<file path="config.mk">
export PLATFORM = sky130hd
export DESIGN_NAME = qtest_s2_byte_packer
export DESIGN_NICKNAME = d
export VERILOG_FILES = /design/src/rtl/qtest_s2_packer_pkg.sv /design/src/rtl/qtest_s2_lane_packer.sv /design/src/rtl/qtest_s2_byte_packer.sv
export SDC_FILE = /design/constraint.sdc
export NUM_CORES = 1
export LEC_CHECK = 0
export ABC_CLOCK_PERIOD_IN_PS = 3800
export BUFFER_PORTS_ARGS = -buffer_cell sky130_fd_sc_hd__buf_2
export CAP_MARGIN = 10
export CORE_ASPECT_RATIO = 0.7
export CORE_MARGIN = 2
export CORE_UTILIZATION = 62
export DETAILED_ROUTE_END_ITERATION = 16
export PLACE_DENSITY = 0.86
export SLEW_MARGIN = 5
export SYNTH_ARGS = -nofsm -noshare
export SYNTH_HDL_FRONTEND = slang
export SYNTH_SLANG_ARGS = --single-unit
</file>
<file path="constraint.sdc">
create_clock -name clk -period 3.8 [get_ports clk]
set_input_delay 0.57 -clock clk [delete_from_list [all_inputs] [get_ports clk]]
set_output_delay 0.57 -clock clk [all_outputs]
set_load 0.02 [all_outputs]
</file>
<file path="src/rtl/qtest_s2_packer_pkg.sv">
// Shared definitions for the s2 byte packer.
//   LANES   : bytes per 64-bit RAM word (fixed at 8)
//   LANE_W  : width of a lane index
//   state_e : packer FSM states
package qtest_s2_packer_pkg;
    localparam int LANES  = 8;
    localparam int LANE_W = $clog2(LANES);

    typedef enum logic [1:0] {
        ST_IDLE  = 2'd0,
        ST_ARMED = 2'd1,
        ST_PACK  = 2'd2
    } state_e;
endpackage

</file>
<file path="src/rtl/qtest_s2_lane_packer.sv">
// Assembles bytes little-endian into one 64-bit word.
//   clk, reset_n : clock, async active-low reset
//   clear_i      : drop any partial word
//   load_i       : insert data_i into the current lane
//   flush_i      : with load_i, the word is complete; restart at lane 0
//   data_i       : byte to insert
//   full_o       : current lane is the last one
//   word_o/be_o  : word and byte enables including a byte being loaded now
module qtest_s2_lane_packer
    import qtest_s2_packer_pkg::*;
(
    input  logic                 clk,
    input  logic                 reset_n,
    input  logic                 clear_i,
    input  logic                 load_i,
    input  logic                 flush_i,
    input  logic [7:0]           data_i,
    output logic                 full_o,
    output logic [8*LANES-1:0]   word_o,
    output logic [LANES-1:0]     be_o
);
    logic [LANE_W-1:0]  lane_q;
    logic [8*LANES-1:0] word_q;
    logic [LANES-1:0]   be_q;
    logic [5:0]         bit_idx;

    assign bit_idx = {lane_q, 3'b000};
    assign full_o  = (lane_q == LANE_W'(LANES - 1));

    // Present the word as it will look after this load so the top can
    // register the completed word on the same edge the last byte lands.
    always_comb begin
        word_o = word_q;
        be_o   = be_q;
        if (load_i) begin
            word_o[bit_idx +: 8] = data_i;
            be_o[lane_q]         = 1'b1;
        end
    end

    always_ff @(posedge clk or negedge reset_n) begin
        if (!reset_n) begin
            lane_q <= '0;
            word_q <= '0;
            be_q   <= '0;
        end else if (clear_i || (load_i && flush_i)) begin
            lane_q <= '0;
            word_q <= '0;
            be_q   <= '0;
        end else if (load_i) begin
            lane_q <= lane_q + 1'b1;
            word_q <= word_o;
            be_q   <= be_o;
        end
    end
endmodule

</file>
<file path="src/rtl/qtest_s2_byte_packer.sv">
// Byte-stream to 64-bit word packer feeding the RAM's s2 write port.
//   clk, reset_n            : clock, async active-low reset
//   start, start_addr       : arm the packer at a word address (when not busy)
//   in_data/valid/sop/eop   : byte stream in; in_ready = accepting
//   mem_*                   : registered single-cycle byte-enabled writes
//   busy, done              : activity / final-write pulse
//   words_written           : writes issued for the current packet
//   wrapped, proto_err      : sticky address-wrap and mid-packet-sop flags
module qtest_s2_byte_packer
    import qtest_s2_packer_pkg::*;
#(
    parameter int ADDR_W = 14
) (
    input  logic              clk,
    input  logic              reset_n,
    input  logic              start,
    input  logic [ADDR_W-1:0] start_addr,
    input  logic [7:0]        in_data,
    input  logic              in_valid,
    input  logic              in_sop,
    input  logic              in_eop,
    output logic              in_ready,
    output logic [ADDR_W-1:0] mem_address,
    output logic              mem_chipselect,
    output logic              mem_write,
    output logic [7:0]        mem_byteenable,
    output logic [63:0]       mem_writedata,
    output logic              busy,
    output logic              done,
    output logic [ADDR_W:0]   words_written,
    output logic              wrapped,
    output logic              proto_err
);
    state_e            state_q, state_d;
    logic [ADDR_W-1:0] addr_q, mem_addr_q;
    logic [ADDR_W:0]   words_q;
    logic              wrapped_q, perr_q, mem_write_q, done_q;
    logic [7:0]        be_q;
    logic [63:0]       data_q;

    logic        accept, start_acc, load, complete, perr_set, lane_full;
    logic [63:0] word_nxt;
    logic [7:0]  be_nxt;

    assign in_ready  = (state_q != ST_IDLE);
    assign busy      = (state_q != ST_IDLE) || mem_write_q;
    assign accept    = in_valid && in_ready;
    assign start_acc = start && !busy;

    always_comb begin
        state_d  = state_q;
        load     = 1'b0;
        complete = 1'b0;
        perr_set = 1'b0;
        case (state_q)
            ST_IDLE: if (start_acc) state_d = ST_ARMED;
            ST_ARMED: begin
                // Bytes before the sop are discarded silently.
                if (accept && in_sop) begin
                    load     = 1'b1;
                    complete = in_eop;
                    state_d  = in_eop ? ST_IDLE : ST_PACK;
                end
            end
            ST_PACK: begin
                if (accept) begin
                    load     = 1'b1;
                    perr_set = in_sop;
                    complete = in_eop || lane_full;
                    if (in_eop) state_d = ST_IDLE;
                end
            end
            default: state_d = ST_IDLE;
        endcase
    end

    qtest_s2_lane_packer u_lanes (
        .clk     (clk),
        .reset_n (reset_n),
        .clear_i (start_acc),
        .load_i  (load),
        .flush_i (complete),
        .data_i  (in_data),
        .full_o  (lane_full),
        .word_o  (word_nxt),
        .be_o    (be_nxt)
    );

    always_ff @(posedge clk or negedge reset_n) begin
        if (!reset_n) begin
            state_q     <= ST_IDLE;
            addr_q      <= '0;
            words_q     <= '0;
            wrapped_q   <= 1'b0;
            perr_q      <= 1'b0;
            mem_write_q <= 1'b0;
            done_q      <= 1'b0;
            mem_addr_q  <= '0;
            be_q        <= '0;
            data_q      <= '0;
        end else begin
            state_q     <= state_d;
            mem_write_q <= complete;
            done_q      <= complete && in_eop;
            if (start_acc) begin
                addr_q    <= start_addr;
                words_q   <= '0;
                wrapped_q <= 1'b0;
                perr_q    <= 1'b0;
            end
            if (perr_set) perr_q <= 1'b1;
            if (complete) begin
                mem_addr_q <= addr_q;
                data_q     <= word_nxt;
                be_q       <= be_nxt;
                addr_q     <= addr_q + 1'b1;   // natural wrap to 0
                words_q    <= words_q + 1'b1;
                if (&addr_q) wrapped_q <= 1'b1;
            end
        end
    end

    assign mem_address    = mem_addr_q;
    assign mem_chipselect = mem_write_q;
    assign mem_write      = mem_write_q;
    assign mem_byteenable = be_q;
    assign mem_writedata  = data_q;
    assign done           = done_q;
    assign words_written  = words_q;
    assign wrapped        = wrapped_q;
    assign proto_err      = perr_q;
endmodule
</file>
### Yosys cells after proc, flatten, opt, wreduce, memory -nomap -nowiden

Cells that the tools add are included.

* add/sub/neg operators: 4
* $lt $le $gt $ge: 2
* equality and inequality tests: 7
* shifts and indexed selects: 2
* mux-type cells: 34
* bitwise gates (word level): 1
* reduce and logical (&&, ||, !) cells: 17

Operator list (count)
* 2-to-1 mux 64 bit: 3
* bitwise mux 64 bit: 1
* variable shift 8 x 8 -> 64 bit (first input constant): 1
* indexed part select 8 x 8 -> 64 bit: 1
* 2-to-1 mux 15 bit: 2
* 2-to-1 mux 14 bit: 2
* 2-to-1 mux 8 bit: 3
* adder 15 x 1 -> 15 bit (second input constant): 1
* adder 14 x 1 -> 14 bit (second input constant): 1
* AND reduction 14 bit: 1
* 2-to-1 mux 1 bit: 12
* 2-to-1 mux 2 bit: 5
* negator 6 -> 8 bit: 1
* OR 8 bit: 1
* nonzero test 2 bit: 4
* logical AND 1 bit: 6
* 2-to-1 mux 3 bit: 2
* != test 2 bit (second input constant): 3
* one-hot mux 2 bit (3 select lines): 1
* < comparator 3 x 4 -> 1 bit (second input constant): 1
* one-hot mux 1 bit (2 select lines): 2
* AND reduction 4 bit: 1
* adder 3 x 1 -> 3 bit (second input constant): 1
* demux 1 bit (select 3 bit): 1
* other kinds (8): 10

* register bits after elaboration: 196
* input bits: 28
* word-level logic and storage cells: 80

### Logic depth before layout (Yosys ltp)

* depth in word-level cells: 8
* mapped depth: 11
* gate-level depth less buffers: 7

### Cells and area by module

From an unflattened synthesis, not the netlist that was laid out.

* cells, all modules: 993
* area total of the unflattened synthesis: 9815.7 um^2

Modules (own cells, without submodules)
* qtest_s2_byte_packer: instances 1, cells each 576, area each 5251.3 um^2, sequential area each 3027.9 um^2
* qtest_s2_lane_packer: instances 1, cells each 417, area each 4564.4 um^2, sequential area each 1876.8 um^2

### Worst setup path after synthesis

No wires, ideal clock.

* path kind: flip-flop to flip-flop
* from: reg u_lanes.lane_q[0]
* to: reg u_lanes.word_q[32]
* arrival: 2.441 ns
* required time: 3.731 ns
* path slack: 1.290 ns
* cell stages (with the launch flop): 10
* buffers on the path: 3
* period minus slack after synthesis: 2.510 ns
* path through: dfrtp_1 > buf_2 > clkinv_1 > ha_1 > ha_1 > clkbuf_1 > or4b_1 > buf_1 > nor2_4 > a32o_1

* longest elaborated chain between the ends: 7
* elaborated cells on any way between the ends: 14
* those cells by class: add/sub (1); eq/ne (1); shift (2); mux (6); reduce/logical (4)

RTL lines
* start, declared: RTL line qtest_s2_lane_packer.sv:22 `logic [LANE_W-1:0] lane_q;`
* start signal, assigned: RTL line qtest_s2_lane_packer.sv:51 `lane_q <= lane_q + 1'b1;`
* parallel branches: the longest is 7 deep, another holds negator 6 -> 8 bit
* end signal, assigned: RTL line qtest_s2_lane_packer.sv:52 `word_q <= word_o;`
* end, declared: RTL line qtest_s2_lane_packer.sv:23 `logic [8*LANES-1:0] word_q;`

Several ways; the timed one is not identified. The select of a mux whose other input is x is not followed.
A chain may end at the register's enable or synchronous reset.

### Final worst setup path

* from: reg u_lanes.lane_q[0]
* to: reg data_q[39], in the netlist mem_writedata[39]

* longest elaborated chain between the ends: 4
* elaborated cells on any way between the ends: 9
* those cells by class: add/sub (1); eq/ne (1); shift (2); mux (4); reduce/logical (1)

RTL lines
* negator 6 -> 8 bit or equality test 3 bit (tied branches): RTL line qtest_s2_lane_packer.sv:36, qtest_s2_lane_packer.sv:28
* indexed part select 8 x 8 -> 64 bit, or another cell as far along: RTL line qtest_s2_lane_packer.sv:36 `word_o[bit_idx +: 8] = data_i;`
* bitwise mux 64 bit or 2-to-1 mux 1 bit (tied branches): RTL line qtest_s2_lane_packer.sv:36, qtest_s2_byte_packer.sv:66
* 2-to-1 mux 64 bit or one-hot mux 1 bit (2 select lines) (tied branches): RTL line qtest_s2_lane_packer.sv:35, qtest_s2_byte_packer.sv:55
* end signal, assigned: RTL line qtest_s2_byte_packer.sv:114 `data_q <= word_nxt;`
* end, declared: RTL line qtest_s2_byte_packer.sv:39 `logic [63:0] data_q;`

Several ways; a longest one is shown, not always the timed one.

==> impl_metrics.csv <==
group,metric,value,unit
setup_path,crit_fanout,10,
run,cap_viol_max_count,0,
drt,vias,7355,
power,powerDensity,565,nW/µm²
cts,ctsHoldBuffers,0,
outcome,outcome,"finished, final reports clean",
floorplanning,die_height,106,µm
logic_synthesis,synth_top_area_cell,"dfrtp_1",
logic_synthesis,synthCells,856,
drt,via_per_inst,6.23,
drt,drtAntennaViolNets,0,
logic_synthesis,ys_types,63,
timing,slew_headroom,40.9,%
setup_path,crit_buf_inv,1,
timing,fin_ws,1150,ps
placement,place_inst,1148,
setup_path,critical_path_class,"flop to flop",
hold_path,hp-class,"input port to asynchronous set/reset pin",
drt,drc,0,
placement,hpwl,14800,µm
cts,cts_sinks,196,
setup_path,crit_family,"simple AND/OR/NAND/NOR gates",
setup_path,worstPathCellList,"clkinv_1, ha_1, ha_1, nor4b_2, nand3_1, a31oi_1",
logic_synthesis,syn_nets,897,
logic_synthesis,seq_area_frac_synth,53.4,%
setup_path,cp-start-kind,"flop",
drt,drt_iter0_drc,771,
setup_path,cp-end-kind,"flop",
setup_path,crit_slowest_cell,"nor4b_2",
cts,cts_tree,"done",
setup_path,crit_top_cell,"ha_1",
floorplanning,fp.dieArea,15800,µm²
timing,finalSetupViolations,0,
cts,insertion_delay,430,ps
setup_path,r2r-end,"mem_writedata[39]",
global_route,grt_pass1_vias,6942,
power,peakVddDrop,0.343,mV
final_layout,area_delta_synth_final,14.9,%
drt,routed_wl,22400,µm
setup_path,timing.rr.start,"u_lanes.lane_q[0]",
final_layout,postLayoutCoreUtil,72.4,%
placement,routabilityCongestion,0.871,
setup_path,max_stage_delay,720,ps
setup_path,r2r_setup_slack,1150,ps
timing,tightest_slew,886,ps
logic_synthesis,synth.most_common_cell,"dfrtp_1",
logic_synthesis,ys_ff_latch,196,
power,finalPower,5.97,mW
global_route,antenna_found_initial,0,
cts,postCtsSetupBuffers,0,
floorplanning,start_util,63.0,%
logic_synthesis,synth.top_cells.by_count,"dfrtp_1 (196), nand2_1 (132), o21ai_0 (80)",
final_layout,layout.nets,1013,
setup_path,critPathArrivalTime,2990,ps
drt,firstDrtPassIters,6,
timing,slew_violations,0,
timing,hold_slack,230,ps
cts,cts_resized,0,
logic_synthesis,syn_area,9190,µm²
logic_synthesis,synthArstFlopShare,100,%
final_layout,instances_no_fill,1180,
global_route,grt_usage,29.3,%
global_route,grt_max_degree,117,
final_layout,fill_cells,1035,
timing,rsz0062_at_grt,"false",
placement,placed_area,9950,µm²
placement,portBuffers,135,
cts,htreeDepth,4,
floorplanning,num_io_pins,136,
timing,period_needed,2650,ps
floorplanning,core,14600,µm²
final_layout,drive_gt1_share,22.7,%
logic_synthesis,synth_edf_count,0,
global_route,overflow,0,
setup_path,cp.required,4140,ps
setup_path,worstRegToRegCells,6,
timing,hold_viol,0,
cts,clk_pin_slew,70,ps
cts,cts_buffers,17,
power,p_leak,4.97,nW
timing,skew,9.83,ps
floorplanning,die_x,149,µm
logic_synthesis,synthTopCellsByArea,"dfrtp_1 (53%), mux2i_1 (6.6%), nand2_1 (5.4%)",
drt,routedWlPerCell,19.0,µm
final_layout,diodes,0,
final_layout,design_area,10600,µm²
placement,pre_cts_ws,1220,ps
logic_synthesis,netlist.area_leader.share,53.4,%
timing,max_freq,377,MHz
logic_synthesis,synth_ff_type,"dfrtp_1",
logic_synthesis,yosys_warnings,0,
timing,final.setup.tns,0,ps
cts,root_buffer,"clkbuf_16",
logic_synthesis,syn-mean-instance-area,10.7,µm²
global_route,grt_pass1_wl,36300,µm
timing,finalCritPeriodShare,69.8,%
cts,clock_path_buffers,2,
floorplanning,row_count,37,
[kinds of logic after synthesis]
logic type      share of synthesized area (%)
mux                                      6.89
flops                                    53.4
buf+inv                                  4.78
compound gates                           18.1
fa+ha+maj                                1.77
simple gates                             15.0
[state kept, by name, summed over array words and instances (netlist names), 2 cells and up]
register / cells
u_lanes.lane_q: 3
addr_q: 14
mem_writedata: 64
u_lanes.word_q: 64
words_written: 15
u_lanes.be_q: 8
mem_byteenable: 8
mem_address: 14
state_q: 2
[cell type report]
type                            count  area, µm²  area share [%]
Sequential cell                   196       4900            46.5
Multi-Input combinational cell    584       3880            36.7
Timing Repair Buffer              159        877            8.31
Clock buffer                       18        439            4.16
Tap cell                          195        244            2.31
Clock inverter                     14        163            1.54
Inverter                           14       52.6           0.498
[metal layers]
layer	global-route usage (%)	wire, µm
met5	0	0
met4	9.86	419
met3	5.19	1650
met2	43.2	10000
met1	44.3	10300
[power breakdown]
part           internal [mW]  switching [mW]  total, mW
clock network          0.957           0.865       1.82
logic                  0.520            1.11       1.63
registers               2.32           0.191       2.51
total                   3.80            2.17       5.97
[worst max path at each step]
| stage | startpoint | endpoint | slack (ps) | cells past startpoint |
|---|---|---|---|---|
| after floorplan | u_lanes.lane_q[0] | u_lanes.word_q[32] | 1290 | 9 |
| after global placement | u_lanes.lane_q[0] | u_lanes.word_q[7] | 1280 | 8 |
| after detailed placement | u_lanes.lane_q[0] | u_lanes.word_q[20] | 1220 | 8 |
| after CTS | u_lanes.lane_q[0] | u_lanes.word_q[21] | 1190 | 8 |
| after global routing | u_lanes.lane_q[0] | u_lanes.word_q[19] | 1030 | 8 |
| final | u_lanes.lane_q[0] | mem_writedata[39] | 1150 | 6 |
[cell usage in the layout (no fill, tap or decap), types with 13 or more instances in the layout]
master / netlist / final
a32o_1: 14 / 14
a21oi_1: 17 / 17
clkbuf_16: 0 / 17
o2bb2ai_1: 13 / 13
a22o_1: 42 / 42
ha_1: 13 / 13
dfrtp_1: 196 / 196
buf_2: 24 / 134
nor2_1: 27 / 27
mux2i_1: 61 / 61
nand2_1: 132 / 132
o21ai_0: 80 / 80
nand3_1: 17 / 17
buf_4: 9 / 23
and2_1: 24 / 24
a31oi_1: 20 / 20
Power figures use the tool's default switching activity.
